===== src/rtl/rec_play_sequencer.sv =====
// Record/playback sequencer for the single-port sample BRAM: decimated capture while
// record_in is high, looped playback of the recorded samples while it is low.
module rec_play_sequencer #(
    parameter int unsigned ADDR_W = 16,
    parameter int unsigned DATA_W = 8,
    parameter int unsigned DECIM  = 8,
    parameter int unsigned RD_LAT = 1
) (
    input  logic              clk_in,
    input  logic              rst_in,
    input  logic              record_in,
    input  logic              ready_in,
    input  logic [DATA_W-1:0] mic_in,
    output logic [ADDR_W-1:0] bram_addr,
    output logic              bram_we,
    output logic [DATA_W-1:0] bram_din,
    input  logic [DATA_W-1:0] bram_dout,
    output logic [DATA_W-1:0] data_out,
    output logic [ADDR_W:0]   len_out,
    output logic              full_out,
    output logic [1:0]        state_out
);

    localparam int unsigned DcntW = (DECIM > 1) ? $clog2(DECIM) : 1;
    localparam logic [DcntW-1:0]  DcntLast = DcntW'(DECIM - 1);
    localparam logic [ADDR_W:0]   LenFull  = {1'b1, {ADDR_W{1'b0}}};
    localparam logic [ADDR_W:0]   LenOne   = (ADDR_W + 1)'(1);
    localparam logic [ADDR_W-1:0] PtrOne   = ADDR_W'(1);
    localparam logic [DcntW-1:0]  DcntOne  = DcntW'(1);

    typedef enum logic [1:0] {
        StIdle = 2'd0,
        StRec  = 2'd1,
        StPlay = 2'd2
    } state_e;

    state_e state_q, state_d;

    logic [ADDR_W-1:0] wr_ptr_q, wr_ptr_d;
    logic [ADDR_W-1:0] rd_ptr_q, rd_ptr_d;
    logic [ADDR_W:0]   len_q, len_d;
    logic              full_q, full_d;
    logic [DcntW-1:0]  dcnt_q, dcnt_d;
    logic [DcntW-1:0]  dcnt_inc;
    logic [ADDR_W-1:0] addr_q, addr_d;
    logic              we_q, we_d;
    logic [DATA_W-1:0] din_q, din_d;
    logic [DATA_W-1:0] data_q, data_d;
    // Bit k set: a read was issued k+1 clocks ago; bit RD_LAT means bram_dout is valid now.
    logic [RD_LAT:0]   pipe_q, pipe_d;

    // State register
    always_ff @(posedge clk_in or posedge rst_in) begin
        if (rst_in) begin
            state_q <= StIdle;
        end else begin
            state_q <= state_d;
        end
    end

    // Next-state logic
    always_comb begin
        state_d = state_q;
        unique case (state_q)
            StIdle: begin
                if (record_in) state_d = StRec;
            end
            StRec: begin
                if (!record_in) state_d = (len_q == '0) ? StIdle : StPlay;
            end
            StPlay: begin
                if (record_in) state_d = StRec;
            end
            default: state_d = StIdle;
        endcase
    end

    assign dcnt_inc = (dcnt_q == DcntLast) ? '0 : dcnt_q + DcntOne;

    // Datapath next-state; a strobe arriving in a mode-change cycle is dropped
    always_comb begin
        wr_ptr_d = wr_ptr_q;
        rd_ptr_d = rd_ptr_q;
        len_d    = len_q;
        full_d   = full_q;
        dcnt_d   = dcnt_q;
        addr_d   = addr_q;
        we_d     = 1'b0;
        din_d    = din_q;
        data_d   = data_q;
        pipe_d   = {pipe_q[RD_LAT-1:0], 1'b0};

        if (state_d != state_q) begin
            pipe_d = '0;
            if (state_d == StRec) begin
                wr_ptr_d = '0;
                len_d    = '0;
                full_d   = 1'b0;
                dcnt_d   = '0;
            end else if (state_d == StPlay) begin
                rd_ptr_d = '0;
                dcnt_d   = '0;
            end
        end else begin
            unique case (state_q)
                StIdle: begin
                    if (ready_in) data_d = mic_in;
                end
                StRec: begin
                    if (ready_in) begin
                        data_d = mic_in;
                        dcnt_d = dcnt_inc;
                        if (dcnt_q == '0 && !full_q) begin
                            we_d     = 1'b1;
                            addr_d   = wr_ptr_q;
                            din_d    = mic_in;
                            wr_ptr_d = wr_ptr_q + PtrOne;
                            len_d    = len_q + LenOne;
                            full_d   = ((len_q + LenOne) == LenFull);
                        end
                    end
                end
                StPlay: begin
                    if (pipe_q[RD_LAT]) data_d = bram_dout;
                    if (ready_in) begin
                        dcnt_d = dcnt_inc;
                        if (dcnt_q == '0) begin
                            addr_d    = rd_ptr_q;
                            pipe_d[0] = 1'b1;
                            rd_ptr_d  = ({1'b0, rd_ptr_q} == (len_q - LenOne)) ? '0
                                                                               : rd_ptr_q + PtrOne;
                        end
                    end
                end
                default: ;
            endcase
        end
    end

    // Datapath registers
    always_ff @(posedge clk_in or posedge rst_in) begin
        if (rst_in) begin
            wr_ptr_q <= '0;
            rd_ptr_q <= '0;
            len_q    <= '0;
            full_q   <= 1'b0;
            dcnt_q   <= '0;
            addr_q   <= '0;
            we_q     <= 1'b0;
            din_q    <= '0;
            data_q   <= '0;
            pipe_q   <= '0;
        end else begin
            wr_ptr_q <= wr_ptr_d;
            rd_ptr_q <= rd_ptr_d;
            len_q    <= len_d;
            full_q   <= full_d;
            dcnt_q   <= dcnt_d;
            addr_q   <= addr_d;
            we_q     <= we_d;
            din_q    <= din_d;
            data_q   <= data_d;
            pipe_q   <= pipe_d;
        end
    end

    assign bram_addr = addr_q;
    assign bram_we   = we_q;
    assign bram_din  = din_q;
    assign data_out  = data_q;
    assign len_out   = len_q;
    assign full_out  = full_q;
    assign state_out = state_q;

endmodule

===== config.mk =====
export PLATFORM = sky130hd
export DESIGN_NAME = rec_play_sequencer
export DESIGN_NICKNAME = d
export VERILOG_FILES = /design/src/rtl/rec_play_sequencer.sv
export SDC_FILE = /design/constraint.sdc
export NUM_CORES = 1
export LEC_CHECK = 0
export BUFFER_PORTS_ARGS = -buffer_cell sky130_fd_sc_hd__buf_4
export CAP_MARGIN = 20
export CORE_UTILIZATION = 63
export DETAILED_ROUTE_END_ITERATION = 6
export GPL_ROUTABILITY_DRIVEN = 0
export PLACE_DENSITY = 0.91
export SETUP_SLACK_MARGIN = 0.1
export SYNTH_ARGS = -nofsm -noshare
export SYNTH_HDL_FRONTEND = slang
export SYNTH_SLANG_ARGS = --single-unit

===== constraint.sdc =====
create_clock -name clk_in -period 5.5 [get_ports clk_in]
set_input_delay 0.275 -clock clk_in [delete_from_list [all_inputs] [get_ports clk_in]]
set_output_delay 0.275 -clock clk_in [all_outputs]
set_load 0.03 [all_outputs]

==> results.py, run 1 <==
metrics = {
    "final_layout": {
        "final_cell_area_mm2": 0.00651,
        "area_growth_pct": 14.6,
        "fin_util_pct": 74.6,
        "layout.nets": 697,
        "antenna_cells": 0,
        "drive_above_1_share_pct": 21.7,
        "n_fill_cell": 554,
    },
    "worst_setup_path": {
        "arrival_ps": 4380,
        "path_class": "register to register",
        "end_kind": "register",
        "cp-start-kind": "register",
        "required_ps": 5760,
        "cp_max_fo": 55,
    },
    "yosys": {
        "synth_most_common_cell": "dfrtp_1",
        "synth_top_cell_area_share_pct": 39.7,
        "ys.flop_type": "dfrtp_1",
        "yosys_warnings": 0,
        "syn_area_per_cell_um2": 9.25,
        "synth_area_mm2": 0.00568,
        "syn_inst": 614,
        "ys_top_cells_by_area": "dfrtp_1 (40%), mux2i_1 (8.3%), mux2_2 (5.4%)",
        "synth.largest_area_cell": "dfrtp_1",
        "ys_seq_area_share_pct": 39.7,
        "synthDistinctLibCells": 58,
        "ys_seq_elements": 90,
        "synth_common_cells": "dfrtp_1 (90), mux2i_1 (47), inv_1 (42)",
        "synth_edf_count": 0,
        "synthArstFlopShare_pct": 100,
        "syn_nets": 647,
    },
    "timing": {
        "min_period_over_period_pct": 75.0,
        "worst_pin_slew_ps": 814,
        "clock.fmax_ghz": 0.243,
        "finalSetupViolCount": 0,
        "finalCriticalPeriod_ps": 4120,
        "drv_slew": 0,
        "hold_violations": 0,
        "fin_hold_ws_ps": 144,
        "fin_tns_setup_ps": 0,
        "slew_headroom_pct": 45.6,
        "setup_slack_ps": 1380,
        "rsz0062_at_grt": "false",
        "fin_skew_ps": 8.23,
    },
    "cts": {
        "cts_buffers": 9,
        "cts_buffer_depth": 2,
        "cts_resized": 0,
        "clkTransAtPathRegs_ps": 100,
        "clock_latency_ps": 370,
        "cts_root_buf": "clkbuf_8",
        "hold_buffers": 0,
        "clkSinkCount": 90,
        "cts_tree": "yes",
        "htree_levels": 3,
        "post-cts-setup-buffers": 0,
    },
    "placed_design": {
        "hpwl_um": 9690,
        "io_buffers": 72,
        "placed_area_mm2": 0.00624,
        "dp_slack_ps": 1440,
    },
    "floorplan": {
        "io_pins": 73,
        "fp.dieArea_mm2": 0.00940,
        "initial_core_util_pct": 65.1,
        "rows": 34,
        "core_mm2": 0.00872,
        "die_h_um": 96.9,
        "die_x_um": 96.9,
    },
    "route": {
        "drc": 0,
        "drtIter0Drc": 547,
        "vias": 4955,
        "drt-total-wl_um": 13900,
        "dr.pass1.iters": 6,
        "wire_per_inst_um": 17.9,
        "drt.antenna.violating_nets": 0,
        "via_per_inst": 6.38,
    },
    "power_and_ir_drop": {
        "clkPwrFrac_pct": 15.6,
        "p_leak_nw": 2.76,
        "intPower_w": 0.00179,
        "pwr-share-comb_pct": 54.8,
        "powerDensity_mw_per_mm2": 511,
        "swShare_pct": 46.2,
        "pwr-share-seq_pct": 29.6,
        "power_switching_w": 0.00153,
        "ir_worst_vdd_mv": 0.620,
    },
    "hold_path": {
        "hold_path_class": "input port to register",
    },
    "grt": {
        "grt_pass1_wl_um": 22900,
        "first_global_vias": 4689,
        "grt_max_degree": 91,
        "overflow": 0,
        "gr-usage-all-layers_pct": 29.9,
        "antenna_found_initial": 0,
    },
    "outcome": {
        "outcome": "complete, no violations",
    },
    "flow_run": {
        "maxCapViolCount": 0,
    },
}
## registers in the layout, indices dropped and copies added (netlist names)
register,cells
bram_we,1
rd_ptr_q,16
len_out,17
pipe_q,2
wr_ptr_q,16
full_out,1
bram_addr,16
bram_din,8
state_out,2
data_out,8
dcnt_q,3
## critical path, stage by stage, from the launching register on
cell and delay (ps):
dfrtp_1 500, inv_1 140, ha_1 530, buf_4 390
o21ai_0 140, and3_1 210, a31oi_1 360, a21oi_1 280
nor3_4 540, buf_12 330, nor2b_1 230, mux2_2 310
## power by group through the flow
stage / combinational (W) / sequential (W) / clock, W
final: 0.00182 / 0.000984 / 0.000517
after global routing: 0.00196 / 0.00101 / 0.000542
after CTS: 0.00181 / 0.000982 / 0.000517
after detailed placement: 0.00180 / 0.000992 / 0
after global placement: 0.00173 / 0.000981 / 0
after floorplan: 0.00107 / 0.00122 / 0
## area by class of cell
class / instances / area [µm²] / share of cell area, %
Inverter: 42 / 159 / 2.44
Clock inverter: 7 / 101 / 1.56
Clock buffer: 9 / 124 / 1.90
Multi-Input combinational cell: 442 / 3110 / 47.8
Timing Repair Buffer: 79 / 628 / 9.65
Tap cell: 108 / 135 / 2.08
Sequential cell: 90 / 2250 / 34.6
## stage by stage
stage	power, W	std cells
after CTS	0.00331	775
final	0.00332	777
after floorplan	0.00229	614
after global routing	0.00351	777
after global placement	0.00271	759
after detailed placement	0.00279	759
## cell families after synthesis
logic type / synth area share, %
adders and majority gates: 2.86
and+or+nand+nor: 18.7
DFF: 39.7
AOI/OAI and AO/OA: 13.6
buffers and inverters: 5.82
muxes: 13.6
xor gates and xnor gates: 5.71
## path summary, 6_finish.rpt
kind                       slack, ps  depth (start not counted)    startpoint     endpoint
setup / recovery                1380                         11  state_out[0]  wr_ptr_q[0]
hold / removal                   140                          2     mic_in[1]  bram_din[1]
setup reg to reg                1380                         11  state_out[0]  wr_ptr_q[0]
hold reg to reg                  480                          1     pipe_q[0]    pipe_q[1]
max in group asynchronous       4420                          5        rst_in   len_out[6]
min in group asynchronous        460                          4        rst_in  data_out[5]
## placed cells by master, fill, tap and decap left out, drive strengths merged, types with 4 or more instances in the layout
cell    instances
a211oi          5
a21oi          38
a22o            9
a31oi          11
and2            6
and3           13
buf            78
clkbuf          9
dfrtp          90
ha             13
inv            43
mux2           27
mux2i          47
nand2          37
nand3          38
nand4          12
nor2           39
nor3           14
nor4           11
o21ai          28
or2             4
or3             7
or4             7
xnor2          28
xor2            9
## routing by layer
metal | GRT usage, % | wire [µm] | up-vias
met4 | 12.4 | 357 | 0
li1 | - | - | 2293
met1 | 39.3 | 5650 | 2363
met5 | 0 | 0 | -
met3 | 3.83 | 947 | 40
met2 | 50.2 | 6970 | 259
Note: power is estimated with default switching activity, not from simulation.
==> run 2, diff against run 1 <==
CORE_UTILIZATION = 53   (was 63)
PLACE_DENSITY = 0.82   (was 0.91)
clock period = 3.3 ns   (was 5.5 ns; I/O delays follow)
==> results.py, run 2 (synthesis results as in run 1) <==
metrics = {
    "placed_design": {
        "io_buffers": 72,
        "hpwl_um": 9770,
        "dp_slack_ps": 219,
        "placed_area_mm2": 0.00649,
    },
    "worst_setup_path": {
        "cp-start-kind": "register",
        "crit_slowest_cell": "or4_1",
        "required_ps": 3580,
        "crit_path_cell_trace": "or4_1 > nor3_1 > or2_2 > nand3b_1 > nor2_1 > o21ai_4 > buf_12 > o31ai_1",
        "cpPeakStageDelay_ps": 670,
        "cp_max_fo": 11,
        "worstSetupStartpoint": "len_out[2]",
        "r2r-start": "len_out[2]",
        "critPathTopFamily": "simple AND/OR/NAND/NOR gates",
        "path_class": "register to register",
        "critPathBufInv": 1,
        "end_kind": "register",
        "arrival_ps": 3410,
    },
    "route": {
        "wire_per_inst_um": 16.0,
        "vias": 4875,
        "drtIter0Drc": 241,
        "drc": 0,
        "via_per_inst": 5.89,
        "drt.antenna.violating_nets": 0,
        "dr.pass1.iters": 5,
        "drt-total-wl_um": 13200,
    },
    "floorplan": {
        "rows": 37,
        "die_h_um": 106,
        "die_x_um": 106,
        "initial_core_util_pct": 54.8,
        "fp.dieArea_mm2": 0.0111,
        "core_mm2": 0.0104,
        "io_pins": 73,
    },
    "timing": {
        "drv_slew": 0,
        "slew_headroom_pct": 44.2,
        "hold_violations": 0,
        "min_period_over_period_pct": 94.8,
        "fin_skew_ps": 10.5,
        "finalCriticalPeriod_ps": 3130,
        "rsz0062_at_grt": "true",
        "clock.fmax_ghz": 0.320,
        "worst_pin_slew_ps": 837,
        "setup_slack_ps": 172,
        "fin_tns_setup_ps": 0,
        "finalSetupViolCount": 0,
    },
    "final_layout": {
        "fin_util_pct": 64.6,
        "final_common_cell": "buf_4",
        "layout.nets": 721,
        "antenna_cells": 0,
        "final_cell_area_mm2": 0.00669,
        "drive_above_1_share_pct": 25.0,
        "mostFrequentLayoutCells": "buf_4 (99), dfrtp_1 (88), mux2i_1 (47)",
        "largest_reg_flops": 17,
        "area_growth_pct": 17.9,
    },
    "cts": {
        "clock_latency_ps": 380,
        "cts_buffers": 9,
        "clkSinkCount": 90,
        "cts_root_buf": "clkbuf_8",
        "cts_buffer_depth": 2,
        "post-cts-setup-buffers": 0,
        "htree_levels": 3,
        "cts_tree": "yes",
        "clkTransAtPathRegs_ps": 90,
    },
    "grt": {
        "antenna_found_initial": 0,
        "grt_max_degree": 51,
        "first_global_vias": 4790,
        "globalRouteMet3Util_pct": 5.50,
        "grt.busiest_layer": "met2",
        "grt_pass1_wl_um": 22200,
        "use_met1_pct": 33.5,
        "overflow": 0,
        "gr-usage-all-layers_pct": 24.9,
        "grtUsageMet2_pct": 39.8,
    },
    "outcome": {
        "outcome": "complete, no violations",
    },
    "power_and_ir_drop": {
        "ir_worst_vdd_mv": 0.743,
        "post-layout-total-power_w": 0.00555,
        "powerDensity_mw_per_mm2": 829,
        "p_leak_nw": 2.87,
    },
    "hold_path": {
        "worstHoldStart": "mic_in[2]",
        "hold_path_class": "input port to register",
    },
    "flow_run": {
        "maxCapViolCount": 0,
    },
}
==> run 2: changes by cell type in the layout (fill, tap and decap cells not counted), sizes merged <==
| cell | previous run | this run |
|---|---|---|
| clkinv | 3 | 4 |
| clkbuf | 9 | 10 |
| bufinv | 2 | 0 |
| buf | 78 | 102 |
| clkinvlp | 1 | 0 |
==> run 2: metal layers <==
metal / vias to the layer above / routed length (µm) / part of all wire, %
li1: 2341 / - / -
met1: 2394 / 6150 / 47
met2: 124 / 6350 / 48
met3: 16 / 547 / 4.1
met4: 0 / 184 / 1.4
met5: - / 0 / 0
==> run 2: what timing repair did <==
item,4_1_cts,5_1_grt
setup endpoints to repair,0,23
resized for setup,0,2
hold endpoints to repair,48,0
hold buffers,1,0
==> run 2: per-stage QoR <==
stage / hold WS (ps) / instances
global route: 6.81 / 828
floorplan: 317 / 614
global placement: 349 / 812
detailed placement: 354 / 812
CTS: 17.6 / 828
finish: 33.5 / 828
==> run 2: final timing paths <==
path | to | depth (start not counted) | slack (ps)
min in group asynchronous | bram_din[5] | 3 | 480
max reg2reg | rd_ptr_q[1] | 8 | 170
min reg2reg | pipe_q[1] | 1 | 470
max | rd_ptr_q[1] | 8 | 170
min | bram_din[2] | 2 | 30
max in group asynchronous | len_out[1] | 4 | 2000
==> run 2: final cells by class <==
| cell class | instances | area [µm²] |
|---|---|---|
| fillers | 854 | 3680 |
| multi-input cells | 442 | 3120 |
| flip-flops and latches | 90 | 2250 |
| repair buffers | 103 | 813 |
| well taps | 136 | 170 |
| inverters | 42 | 159 |
| clock buffers | 10 | 138 |
| clock inverters | 5 | 38.8 |
==> run 2: where the power goes <==
group          internal [W]  total, W  switching [W]
logic               0.00129   0.00325        0.00196
registers           0.00139   0.00160       0.000209
clock network      0.000297  0.000697       0.000400
total               0.00298   0.00555        0.00257
